File: src/rtl/uart_pkg.sv
// Shared definitions for the UART receiver and the matching transmitter:
// state encoding, data width and the baud divider rounding function.
package uart_pkg;

    localparam int DATA_W = 8;

    typedef enum logic [2:0] {
        IDLE      = 3'd0,
        START     = 3'd1,
        DATA      = 3'd2,
        PARITY    = 3'd3,
        STOP      = 3'd4,
        WAIT_HIGH = 3'd5
    } state_t;

    // Clocks per oversample tick, rounded to nearest.
    function automatic int div_round(input int clk_hz, input int baud, input int oversample);
        return (clk_hz + (baud * oversample) / 2) / (baud * oversample);
    endfunction

endpackage

File: src/rtl/uart_baud_tick.sv
// Oversample tick generator: free-running 0..DIV-1 counter while enabled,
// one-clock tick at DIV-1, held at 0 while disabled.
module uart_baud_tick
    import uart_pkg::*;
#(
    parameter int CLK_HZ     = 25000000,
    parameter int BAUD       = 9600,
    parameter int OVERSAMPLE = 16
) (
    input  logic clk,
    input  logic reset,
    input  logic en,
    output logic tick
);

    localparam int DIV = div_round(CLK_HZ, BAUD, OVERSAMPLE);
    localparam int CW  = (DIV > 1) ? $clog2(DIV) : 1;

    logic [CW-1:0] cnt;

    assign tick = en && (cnt == CW'(DIV - 1));

    // Divider counter; restarts from 0 whenever the receiver is idle.
    always_ff @(posedge clk or negedge reset) begin
        if (!reset) begin
            cnt <= '0;
        end else if (!en || tick) begin
            cnt <= '0;
        end else begin
            cnt <= cnt + 1'b1;
        end
    end

endmodule

File: src/rtl/uart_rx.sv
// 8N1 UART receiver, LSB first, oversampled with 3-sample majority voting
// around mid-bit. Returns to IDLE at the stop-bit mid-sample so back-to-back
// frames are accepted.
// Optional: define UART_RX_PARITY_EN to receive an even parity bit (8E1).
//
//  state     | meaning
//  IDLE      | line idle, waiting for a low on rx_s
//  START     | validating start bit; majority high means a glitch
//  DATA      | shifting in 8 data bits, LSB first
//  PARITY    | sampling the parity bit (parity build only)
//  STOP      | sampling the stop bit, issuing valid / frame_err / parity_err
//  WAIT_HIGH | stop bit was low; waiting for the line to return high
module uart_rx
    import uart_pkg::*;
#(
    parameter int CLK_HZ     = 25000000,
    parameter int BAUD       = 9600,
    parameter int OVERSAMPLE = 16
) (
    input  logic              clk,
    input  logic              reset,
    input  logic              rxd,
    output logic [DATA_W-1:0] data,
    output logic              valid,
    output logic              frame_err,
    output logic              parity_err,
    output logic              busy
);

    localparam int SCW = $clog2(OVERSAMPLE);
    localparam int MID = OVERSAMPLE / 2;

    state_t            state, state_nxt;
    logic              rx_meta, rx_s;
    logic              tick, wrap, decide;
    logic [SCW-1:0]    sc;
    logic [2:0]        samp;
    logic              bit_maj;
    logic [2:0]        bit_idx;
    logic [DATA_W-1:0] shreg;
    logic              valid_set, ferr_set;
`ifdef UART_RX_PARITY_EN
    logic              par_bit;
    logic              perr_set;
`endif

    uart_baud_tick #(
        .CLK_HZ     (CLK_HZ),
        .BAUD       (BAUD),
        .OVERSAMPLE (OVERSAMPLE)
    ) u_tick (
        .clk   (clk),
        .reset (reset),
        .en    (state != IDLE),
        .tick  (tick)
    );

    assign wrap    = tick && (sc == SCW'(OVERSAMPLE - 1));
    assign bit_maj = (samp[0] & samp[1]) | (samp[0] & samp[2]) | (samp[1] & samp[2]);
    assign busy    = (state != IDLE);

    // Two-flop synchronizer; resets to the idle-high line level.
    always_ff @(posedge clk or negedge reset) begin
        if (!reset) begin
            rx_meta <= 1'b1;
            rx_s    <= 1'b1;
        end else begin
            rx_meta <= rxd;
            rx_s    <= rx_meta;
        end
    end

    // Sample counter within a bit, plus the three mid-bit samples. The
    // decision strobe fires the clock after the third sample is captured.
    always_ff @(posedge clk or negedge reset) begin
        if (!reset) begin
            sc     <= '0;
            samp   <= '0;
            decide <= 1'b0;
        end else if (state == IDLE) begin
            sc     <= '0;
            decide <= 1'b0;
        end else begin
            decide <= tick && (sc == SCW'(MID + 1));
            if (tick) begin
                sc <= wrap ? '0 : sc + 1'b1;
                if (sc == SCW'(MID - 1)) samp[0] <= rx_s;
                if (sc == SCW'(MID))     samp[1] <= rx_s;
                if (sc == SCW'(MID + 1)) samp[2] <= rx_s;
            end
        end
    end

    // State register.
    always_ff @(posedge clk or negedge reset) begin
        if (!reset) begin
            state <= IDLE;
        end else begin
            state <= state_nxt;
        end
    end

    // Next-state and strobe decode.
    always_comb begin
        state_nxt = state;
        valid_set = 1'b0;
        ferr_set  = 1'b0;
`ifdef UART_RX_PARITY_EN
        perr_set  = 1'b0;
`endif
        case (state)
            IDLE: begin
                if (!rx_s) state_nxt = START;
            end
            START: begin
                if (decide && bit_maj) state_nxt = IDLE;
                else if (wrap)         state_nxt = DATA;
            end
            DATA: begin
                if (wrap && (bit_idx == 3'd7)) begin
`ifdef UART_RX_PARITY_EN
                    state_nxt = PARITY;
`else
                    state_nxt = STOP;
`endif
                end
            end
`ifdef UART_RX_PARITY_EN
            PARITY: begin
                if (wrap) state_nxt = STOP;
            end
`endif
            STOP: begin
                if (decide) begin
                    if (bit_maj) begin
                        state_nxt = IDLE;
`ifdef UART_RX_PARITY_EN
                        if ((^shreg) ^ par_bit) perr_set  = 1'b1;
                        else                    valid_set = 1'b1;
`else
                        valid_set = 1'b1;
`endif
                    end else begin
                        state_nxt = WAIT_HIGH;
                        ferr_set  = 1'b1;
                    end
                end
            end
            WAIT_HIGH: begin
                if (rx_s) state_nxt = IDLE;
            end
            default: state_nxt = IDLE;
        endcase
    end

    // Bit index and LSB-first shift register.
    always_ff @(posedge clk or negedge reset) begin
        if (!reset) begin
            bit_idx <= '0;
            shreg   <= '0;
        end else begin
            if (state == START)              bit_idx <= '0;
            else if (state == DATA && wrap)  bit_idx <= bit_idx + 1'b1;
            if (state == DATA && decide)     shreg   <= {bit_maj, shreg[DATA_W-1:1]};
        end
    end

`ifdef UART_RX_PARITY_EN
    // Received parity bit.
    always_ff @(posedge clk or negedge reset) begin
        if (!reset) begin
            par_bit <= 1'b0;
        end else if (state == PARITY && decide) begin
            par_bit <= bit_maj;
        end
    end

    // Parity error strobe.
    always_ff @(posedge clk or negedge reset) begin
        if (!reset) parity_err <= 1'b0;
        else        parity_err <= perr_set;
    end
`else
    assign parity_err = 1'b0;
`endif

    // Registered strobes; data only changes on a good frame.
    always_ff @(posedge clk or negedge reset) begin
        if (!reset) begin
            data      <= '0;
            valid     <= 1'b0;
            frame_err <= 1'b0;
        end else begin
            valid     <= valid_set;
            frame_err <= ferr_set;
            if (valid_set) data <= shreg;
        end
    end

endmodule

File: config.mk
export PLATFORM = sky130hd
export DESIGN_NAME = uart_rx
export DESIGN_NICKNAME = d
export VERILOG_FILES = /design/src/rtl/uart_pkg.sv /design/src/rtl/uart_baud_tick.sv /design/src/rtl/uart_rx.sv
export SDC_FILE = /design/constraint.sdc
export NUM_CORES = 1
export LEC_CHECK = 0
export ABC_CLOCK_PERIOD_IN_PS = 2800
export BUFFER_PORTS_ARGS = -buffer_cell sky130_fd_sc_hd__buf_2
export CAP_MARGIN = 40
export CORE_UTILIZATION = 32
export CTS_BUF_LIST = sky130_fd_sc_hd__clkbuf_16
export DETAILED_ROUTE_END_ITERATION = 10
export PLACE_DENSITY = 0.6
export SKIP_CTS_REPAIR_TIMING = 1
export SLEW_MARGIN = 20
export SYNTH_ARGS = -nofsm -noshare
export SYNTH_HDL_FRONTEND = slang
export SYNTH_SLANG_ARGS = --single-unit
File: constraint.sdc
create_clock -name clk -period 2.8 [get_ports clk]
set_clock_uncertainty 0.2 [all_clocks]
set_input_delay 0.28 -clock clk [delete_from_list [all_inputs] [get_ports clk]]
set_output_delay 0.28 -clock clk [all_outputs]
set_load 0.1 [all_outputs]
### After elaboration in Yosys (flattened, before gate mapping)

Index checks and enable logic that the tools add are counted.

* flip-flop bits (word level): 42
* input port bits: 3
* output and inout bits: 12
* logic and storage cells: 76

* add/subtract/negate cells: 3
* equality and inequality tests: 15
* mux-type cells: 21
* bitwise gates (word level): 6
* reductions and logical operators: 17

Operators with widths (number)
* 3-bit 2-to-1 mux: 9
* 3-bit case mux with 5 select lines: 1
* 4-bit == test (second input constant): 3
* 4-bit 2-to-1 mux: 3
* 3-bit == test (second input constant): 3
* 3-bit AND reduction: 3
* 8-bit by 1-bit adder with 8-bit output (second input constant): 1
* 8-bit == test (second input constant): 1
* 8-bit 2-to-1 mux: 1
* 2-bit != test (second input constant): 4
* 1-bit logical AND: 7
* 1-bit 2-to-1 mux: 7
* 5-bit AND reduction: 1
* 4-bit by 1-bit adder with 4-bit output (second input constant): 1
* 4-bit by 3-bit == test with 1-bit output (second input constant): 1
* 2-bit nonzero test: 2
* 3-bit by 1-bit adder with 3-bit output (second input constant): 1
* 1-bit AND: 3
* 3-bit by 1-bit == test with 1-bit output (second input constant): 1
* 3-bit by 2-bit == test with 1-bit output (second input constant): 1
* 3-bit logical NOT: 1
* 3-bit != test (second input constant): 1
* 3-bit nonzero test: 1
* 1-bit OR: 2
* 3 further kinds: 3

### Depth between registers and ports, before layout

Gate-level depths: netlist of run 1.

* depth in word-level cells: 6
* gate-level depth with buffers: 8
* depth with buffers taken out: 7

### Hierarchy

Synthesis of run 1 repeated with hierarchy kept, for this count alone.

* cell total of the unflattened synthesis: 167
* area, all modules: 1993.2 µm²

Modules (own cells, without submodules)
* uart_rx: instances 1, cells each 126, area an instance 1584.0 µm², sequential area each 853.3 µm²
* uart_baud_tick: instances 1, cells each 41, area an instance 409.1 µm², sequential area each 200.2 µm²

### Least setup slack after synthesis of run 1

OpenSTA, ideal clock, no wires.

* kind: register -> register
* from: register u_tick.cnt[0]
* to: register state[2]
* library setup time: 0.077 ns
* arrival time: 2.047 ns
* data required time: 2.523 ns
* path slack: 0.477 ns
* cell stages (with the launch flop): 9
* buffers on the path: 1
* clock period less this slack: 2.323 ns
* cell sequence: dfrtp_1 inv_1 ha_1 nand4b_1 or4_4 or4_1 clkbuf_2 o32a_1 o21ai_1

* word-level cells in the longest chain between the ends: 6
* elaborated cells between the ends (all ways): 7
* classes of those cells: eq/ne (3); reduce/logical (4)

Ends and longest elaborated chain
* start: declaration: RTL line uart_baud_tick.sv:19 `logic [CW-1:0] cnt;`
* start signal: assignment: RTL line uart_baud_tick.sv:30 `cnt <= cnt + 1'b1;`
* 8-bit == test *: RTL line uart_baud_tick.sv:21 `assign tick = en && (cnt == CW'(DIV - 1));`
* 1-bit logical AND *: RTL line uart_baud_tick.sv:21
* 1-bit logical AND *: RTL line uart_rx.sv:58 `assign wrap = tick && (sc == SCW'(OVERSAMPLE - 1));`
* 1-bit logical AND: RTL line uart_rx.sv:120 `if (wrap && (bit_idx == 3'd7)) begin`
* 2-bit != test (no source line)
* 5-bit AND reduction (no source line) *
* end signal: assignment: RTL line uart_rx.sv:99 `state <= state_nxt;`
* end: declaration: RTL line uart_rx.sv:33 `state_t state, state_nxt;`

Every way passes the cells marked *; elsewhere a longest branch is shown, timed or not.
A chain may end at the register's enable or synchronous reset.

### Worst setup path after layout of run 1

Ends and elaborated chain as after synthesis.

==> key figures, run 1 <==
Placement
  – PortBufs: 13
  – Dpl hpwl: approximately 2.3 mm
  – GPL Wtd Cong: about 0.7
  – Cells after DPL: roughly 250

Setup path
  – Critical Path AT: 2.44 ns
  – CP max stage cell: or4_1
  – Crit. End Element: flop
  – CP Launch Type: flop
  – Critical Path Fanout Max: 5
  – WP data required: 2.82 ns
  – Crit path kind: flop to flop
  – Worst path max stage delay: 0.63 ns
  – Cells along the critical path: inv_1 -> ha_1 -> nand4b_1 -> or4_4 -> or4_1 -> o32a_1 -> o21ai_1

Timing
  – Slew HR: 56.6%
  – Final setup vio count: 0
  – Max Freq: slightly above 0.4 GHz
  – Pins Over Slew Limit: 0
  – RSZ-0062 raised after global routing: no
  – Tmin final: 2.42 ns
  – Fin crit share: 86.4%
  – Final-report hold violation count: 0
  – TNS Setup: 0 ns
  – Worst-margin pin slew: between 0.6 and 0.7 ns

Logic synthesis
  – Top FF cell, synth: dfrtp_1
  – Synth warn: 0
  – Post-synth EDFFs: 0
  – Asr flop ratio synth: 100%
  – Top cell type's share of synthesized area: 53.9%
  – Most frequent cells after synthesis: 40 x dfrtp_1, 31 x nand2_1, 14 x nor2_1
  – Count leader, synth: dfrtp_1
  – Register area share after synthesis: 56.8%
  – Yosys cell types: 35
  – Mux cell area share after synthesis: 8.36%
  – Cell Area, Synth: approximately 1900 um2
  – Number of cells produced by synthesis: 167
  – Fraction of the mapped netlist area in adder cells: 5.26%
  – Top cells by area, synth: dfrtp_1 54%, mux2_2 7.3%, nand2_1 6.3%
  – Combinational family with the most area after synthesis: simple AND/OR/NAND/NOR gates
  – FF+latch count, synth: 42
  – Syn Nets: between 150 and 200
  – Synth Area in Compound Gates: 4.92%
  – Post-synth top area cell: dfrtp_1
  – Mean Syn Cell Area: 11.1 um2
  – Synth Area in XOR/XNOR: 3.78%
  – Simple-gate portion of the synthesized area: 18.4%

Cells and area
  – N_diodes: 0
  – Area growth, synth to finish: 19.2%
  – Filler cells: between 500 and 600
  – Final non-filler cell total: between 200 and 300
  – Layout Nets: 198
  – Fraction of layout cells with a size suffix above 1: 21.2%

Global routing
  – Initial antenna violation count: 0
  – Pin count of the biggest net entering global routing: 31
  – First-pass GRT wire length: 5.70 mm
  – Vias in the first global route: 1214
  – GRT Total Usage: between 10% and 20%
  – Gr ovfl total: 0

CTS
  – Worst-path clk slew: 0.06 ns
  – Clock buffer depth: 2
  – Worst-Skew Late Latency: between 0.2 and 0.3 ns
  – Clock Root Buffer: clkbuf_16
  – Cts bufs inserted: 5
  – # H-tree levels: 2
  – CTS tree: yes
  – Clk sinks: 42

Floorplan
  – Starting Density: 33.5%
  – Core Region: around 5500 um2
  – IO Pins: 15
  – Die area: just over 6000 um2
  – Num rows: 27
  – Die Height: 78.2 um
  – Die X: a little under 80 um

Route
  – Total routed wirelength: 3.24 mm
  – Vias per cell: 4.63
  – DR vias: 1208
  – Initial detailed-routing violation count: 74
  – # DRC: 0
  – Avg WL per Cell: 12.4 um
  – Final ANT Viol Nets: 0
  – DR pass1 iterations: 4

Flow run
  – Max-cap viol count: 0

Run status
  – Status: completed

Pwr
  – Power Density: 586 nW/um2
  – Leak: 1.09 nW
  – Peak VDD IR: roughly 460 uV

Min path
  – Worst hold path class: flop to flop
## metal layers
metal	routed length [um]	GRT usage [%]	share of wire, %
met1	1680	15.7	52
met2	1380	18.3	43
met5	0	0	0
met3	81	2.44	2.5
met4	100	8.33	3.1
## cell type report
cell class	count	area [um2]	share of cell area, %
clock buffer	5	125	5.66
clock inverter	3	43.8	1.98
inverter	5	18.8	0.849
multi-input combinational	116	759	34.4
sequential	42	1050	47.7
tap	72	90.1	4.07
timing repair buffer	18	120	5.43
## power breakdown
part,switching [mW],leakage [nW],internal (mW)
Combinational,0.0185,0.438,0.00643
Sequential,0.00131,0.565,0.610
Clock,0.238,0.0842,0.422
## worst max-delay path: cells and delay by family, from the launching register on
family,cells,cell delay [ns]
AOI/OAI and AO/OA,2,0.34
DFF,1,0.41
buffers and inverters,1,0.07
adders and majority gates,1,0.13
and+or+nand+nor,3,1.19
## cell families after synthesis
logic type | after synthesis
other cells | 1
compound gates | 14
fa+ha+maj | 8
mux | 14
simple gates | 71
flops | 42
buf+inv | 9
xor+xnor | 8
## sequential cells by signal, indices dropped and copies added, names as in the netlist
register / count
decide: 1
valid: 1
frame_err: 1
state: 3
sc: 4
samp: 3
bit_idx: 3
data: 8
shreg: 8
rx_meta: 1
u_tick.cnt: 8
rx_s: 1
## metrics by stage
step                      setup slack (ns)  instance area, um2  power (mW)  utilization (%)  hold slack (ns)
after detailed placement             0.373                2020       0.646             36.5         -0.00184
final                                0.380                2210        1.30             39.9            0.155
after global routing                 0.216                2210        1.34             39.9            0.160
after CTS                            0.354                2190        1.31             39.5           -0.309
after global placement               0.407                2000       0.642             36.1            0.147
after floorplan                      0.477                1860       0.630                -           -0.216
## final timing paths
kind                               start       end  slack [ns]  depth (start not counted)
hold / removal                   rx_meta      rx_s        0.16                          0
setup / recovery           u_tick.cnt[0]  state[2]        0.38                          7
max in group asynchronous          reset   rx_meta        1.64                          3
hold reg to reg                  rx_meta      rx_s        0.16                          0
min in group asynchronous          reset   data[7]        0.23                          2
setup reg to reg           u_tick.cnt[0]  state[2]        0.38                          7
## cells in the final DEF, fill, tap and decap left out, drive strengths merged
master       count
dlygate4sd3      2
inv              5
nand3            7
conb             1
a221o            1
ha               7
or4              3
clkinv           2
o21ai            5
nand4b           4
and3             2
nor3             3
a31o             1
xor2             6
nor2            14
o32a             1
clkbuf           5
nand2b           3
mux2i            2
nor3b            1
nor4             1
xnor2            2
bufinv           1
mux2            12
o21bai           1
nor2b            1
maj3             1
dfrtp           40
a211oi           2
nand2           31
and4b            1
dfstp            2
buf             16
a21oi            3
(Power assumes the default switching activity.)
==> inputs of run 2 (changes only) <==
Settings changed: CELL_PAD_IN_SITES_DETAIL_PLACEMENT set to 0, CELL_PAD_IN_SITES_GLOBAL_PLACEMENT set to 2, PLACE_DENSITY 0.6 to 0.76, SYNTH_HIERARCHICAL set to 1.
==> run 2 against run 1 <==
Compared with the run above:
- first-iteration DRC count down 9.5%
- critical path depth up 2
- count of clock-buffer cells in the layout unchanged
==> key figures, run 2 <==
Logic synthesis
  – FF+latch count, synth: 42 (unchanged)
  – Synth warn: 6 (+6)
  – Number of cells produced by synthesis: 167 (unchanged)
  – Synth Area in Compound Gates: 9.54% (+4.6 points)
  – Top cell type's share of synthesized area: 50.2% (-3.7 points)
  – Post-synth top area cell: dfrtp_1
  – Cell Area, Synth: 1990 um2 (+7.4%)
  – Top cells by area, synth: dfrtp_1 50%, mux2_2 6.8%, mux2_4 6.0%
  – Mean Syn Cell Area: 11.9 um2 (+7.4%)
  – Syn Nets: 177 (unchanged)
  – Top FF cell, synth: dfrtp_1
  – Mux cell area share after synthesis: 13.3% (+4.9 points)
  – Simple-gate portion of the synthesized area: 13.4% (-5.0 points)
  – Post-synth EDFFs: 0 (unchanged)
  – Synth Area in XOR/XNOR: 1.76% (-2.0 points)
  – Combinational family with the most area after synthesis: simple AND/OR/NAND/NOR gates
  – Yosys cell types: 42 (+20%)
  – Fraction of the mapped netlist area in adder cells: 5.08% (-0.17 points)
  – Count leader, synth: dfrtp_1
  – Asr flop ratio synth: 100% (unchanged)
  – Most frequent cells after synthesis: 40 x dfrtp_1, 12 x mux2_2, 11 x nand2_1, 11 x nor2_1, 9 x inv_1
  – Register area share after synthesis: 52.9% (-3.9 points)

Pwr
  – Clk network pwr share: 53.9% (+3.0 points)
  – Combinational fraction of design power: 2.0% (about the same)
  – Peak VDD IR: 333 uV (-28%)
  – Power Density: 586 nW/um2 (about the same)
  – P_sw: 256 uW (-0.61%)
  – Seq pwr share: 44.1% (-3.1 points)
  – Leak: 1.12 nW (+3.1%)
  – Sw Share: 18.5% (-1.4 points)
  – Power Internal: 1.13 mW (+8.8%)

Route
  – # DRC: 0 (unchanged)
  – DR vias: 1300 (+7.6%)
  – DR pass1 iterations: 4 (unchanged)
  – Final ANT Viol Nets: 0 (unchanged)
  – Avg WL per Cell: 13.7 um (+11%)
  – Vias per cell: 4.96 (+7.2%)
  – Total routed wirelength: 3.60 mm (+11%)
  – Initial detailed-routing violation count: 67 (-9.5%)

Global routing
  – Pin count of the biggest net entering global routing: 23 (-26%)
  – First-pass GRT wire length: 5.78 mm (+1.3%)
  – Initial antenna violation count: 0 (unchanged)
  – GRT Total Usage: 11.8% (-0.36 points)
  – Vias in the first global route: 1275 (+5.0%)
  – Gr ovfl total: 0 (unchanged)

Timing
  – Final setup vio count: 0 (unchanged)
  – Slew HR: 54.8% (-1.9 points)
  – TNS Setup: 0 ns (unchanged)
  – RSZ-0062 raised after global routing: no
  – Tmin final: 2.44 ns (+0.0166 ns)
  – Final-report hold violation count: 0 (unchanged)
  – Fin crit share: 87.0% (+0.59 points)
  – Max Freq: 0.410 GHz (-0.68%)
  – Pins Over Slew Limit: 0 (unchanged)
  – Worst-margin pin slew: 0.662 ns (+0.0132 ns)

Setup path
  – CP Launch Type: flop
  – WP data required: 2.76 ns (-0.06 ns)
  – Crit. End Element: flop
  – CP max stage cell: dfrtp_1
  – Cells along the critical path: nor3_4 -> clkinvlp_4 -> inv_1 -> nor4_1 -> buf_4 -> nand4_1 -> o21ai_0 -> nand2b_1 -> o2bb2ai_1
  – Crit path kind: flop to flop
  – Critical Path Fanout Max: 10 (+5)
  – Critical Path AT: 2.39 ns (-0.05 ns)
  – Crit-path leading delay family: simple AND/OR/NAND/NOR gates
  – Worst Path Buf+Inv: 3 (+2)
  – Worst path max stage delay: 0.55 ns (-0.08 ns)

Cells and area
  – N_diodes: 0 (unchanged)
  – Most frequent cells in the layout: 40 x dfrtp_1, 13 x buf_2, 12 x mux2_2
  – Fraction of layout cells with a size suffix above 1: 29.4% (+8.2 points)
  – Area growth, synth to finish: 18.7%
  – Fin util: 39.7% (-0.18 points)
  – Most common cell after layout, fill and taps aside: dfrtp_1
  – Post-route cell area: 2370 um2 (+7.0%)
  – Layout Nets: 196 (-1.0%)
  – Leading registers by flop count: data (8), shreg (8), u_tick/cnt (8)

Floorplan
  – Core Region: 5960 um2 (+7.5%)
  – Die Height: 80.9 um (+3.5%)
  – Num rows: 28 (+3.7%)
  – IO Pins: 15 (unchanged)
  – Starting Density: 33.5% (about the same)
  – Die area: 6550 um2 (+7.2%)
  – Die X: 80.9 um (+3.5%)

Flow run
  – Max-cap viol count: 0 (unchanged)

CTS
  – # H-tree levels: 2 (unchanged)
  – Clock buffer depth: 2 (unchanged)
  – Worst-path clk slew: 0.06 ns (about the same)
  – Clock Root Buffer: clkbuf_16
  – Clk sinks: 42 (unchanged)
  – Cts bufs inserted: 5 (unchanged)
  – CTS tree: yes
  – Worst-Skew Late Latency: 0.28 ns (about the same)

Placement
  – PortBufs: 13 (unchanged)
  – Cell Area, Placed: 2150 um2 (+6.4%)
  – GPL Wtd Cong: 0.877 (+22%)
  – Dpl hpwl: 2.61 mm (+15%)

Run status
  – Status: completed

Min path
  – Worst hold path class: flop to flop
-- run 2: changes by cell type in the layout (fill, tap and decap cells not counted), moves of 3 or more --
cell       previous run  this run
nand2_1              31        11
mux2_4                0         8
a21oi_1               3         8
inv_1                 4         8
nand4b_1              4         0
o2bb2ai_1             0         4
nor2_1               14        11
o21ai_0               4         7
or3_1                 0         3
xor2_1                6         3
-- run 2: worst paths after layout --
path	from	to	slack, ns	depth (start not counted)
worst min-delay path	rx_meta	rx_s	0.17	0
max in group asynchronous	reset	rx_meta	1.52	3
worst max-delay path	state[0]	bit_idx[1]	0.36	9
worst min register to register	rx_meta	rx_s	0.17	0
worst max register to register	state[0]	bit_idx[1]	0.36	9
min in group asynchronous	reset	shreg[0]	0.31	2
-- run 2: cells by family (layout without fill, tap and decap cells) --
family                     after synthesis  count (layout)
AOI/OAI and AO/OA                       27              27
xor gates and xnor gates                 4               4
adders and majority gates                8               8
buffers and inverters                   15              35
DFF                                     42              42
muxes                                   21              21
other                                    1               1
and+or+nand+nor                         49              49
-- run 2: cell type report --
cell class / count / area, um2
flip-flops and latches: 42 / 1050
multi-input cells: 110 / 863
clock buffers: 5 / 125
repair buffers: 17 / 120
fillers: 579 / 3590
clock inverters: 3 / 68.8
inverters: 10 / 41.3
well taps: 75 / 93.8
-- run 2: routing by layer --
layer | global-route usage, % | up-vias | routed length (um)
met5 | 0 | - | 0
met4 | 4.64 | 0 | 37
met3 | 3.60 | 4 | 157
met2 | 19.2 | 27 | 1690
met1 | 14.6 | 645 | 1710
li1 | - | 624 | -
-- run 2: power by group through the flow --
stage / combinational, mW / sequential (mW) / clock (mW)
after floorplan: 0.00865 / 0.622 / 0
after global placement: 0.0209 / 0.622 / 0
after detailed placement: 0.0263 / 0.622 / 0
after CTS: 0.0265 / 0.611 / 0.760
after global routing: 0.0308 / 0.611 / 0.781
final: 0.0274 / 0.611 / 0.747
-- run 2: stage by stage --
step,cells,hold slack [ns],setup slack [ns],power (mW)
2_1_floorplan,167,-0.216,0.117,0.631
3_3_place_gp,251,0.154,0.439,0.643
3_5_place_dp,252,0.0869,0.388,0.649
4_1_cts,260,-0.212,0.375,1.40
5_1_grt,262,0.172,0.198,1.42
6_report,262,0.167,0.363,1.39
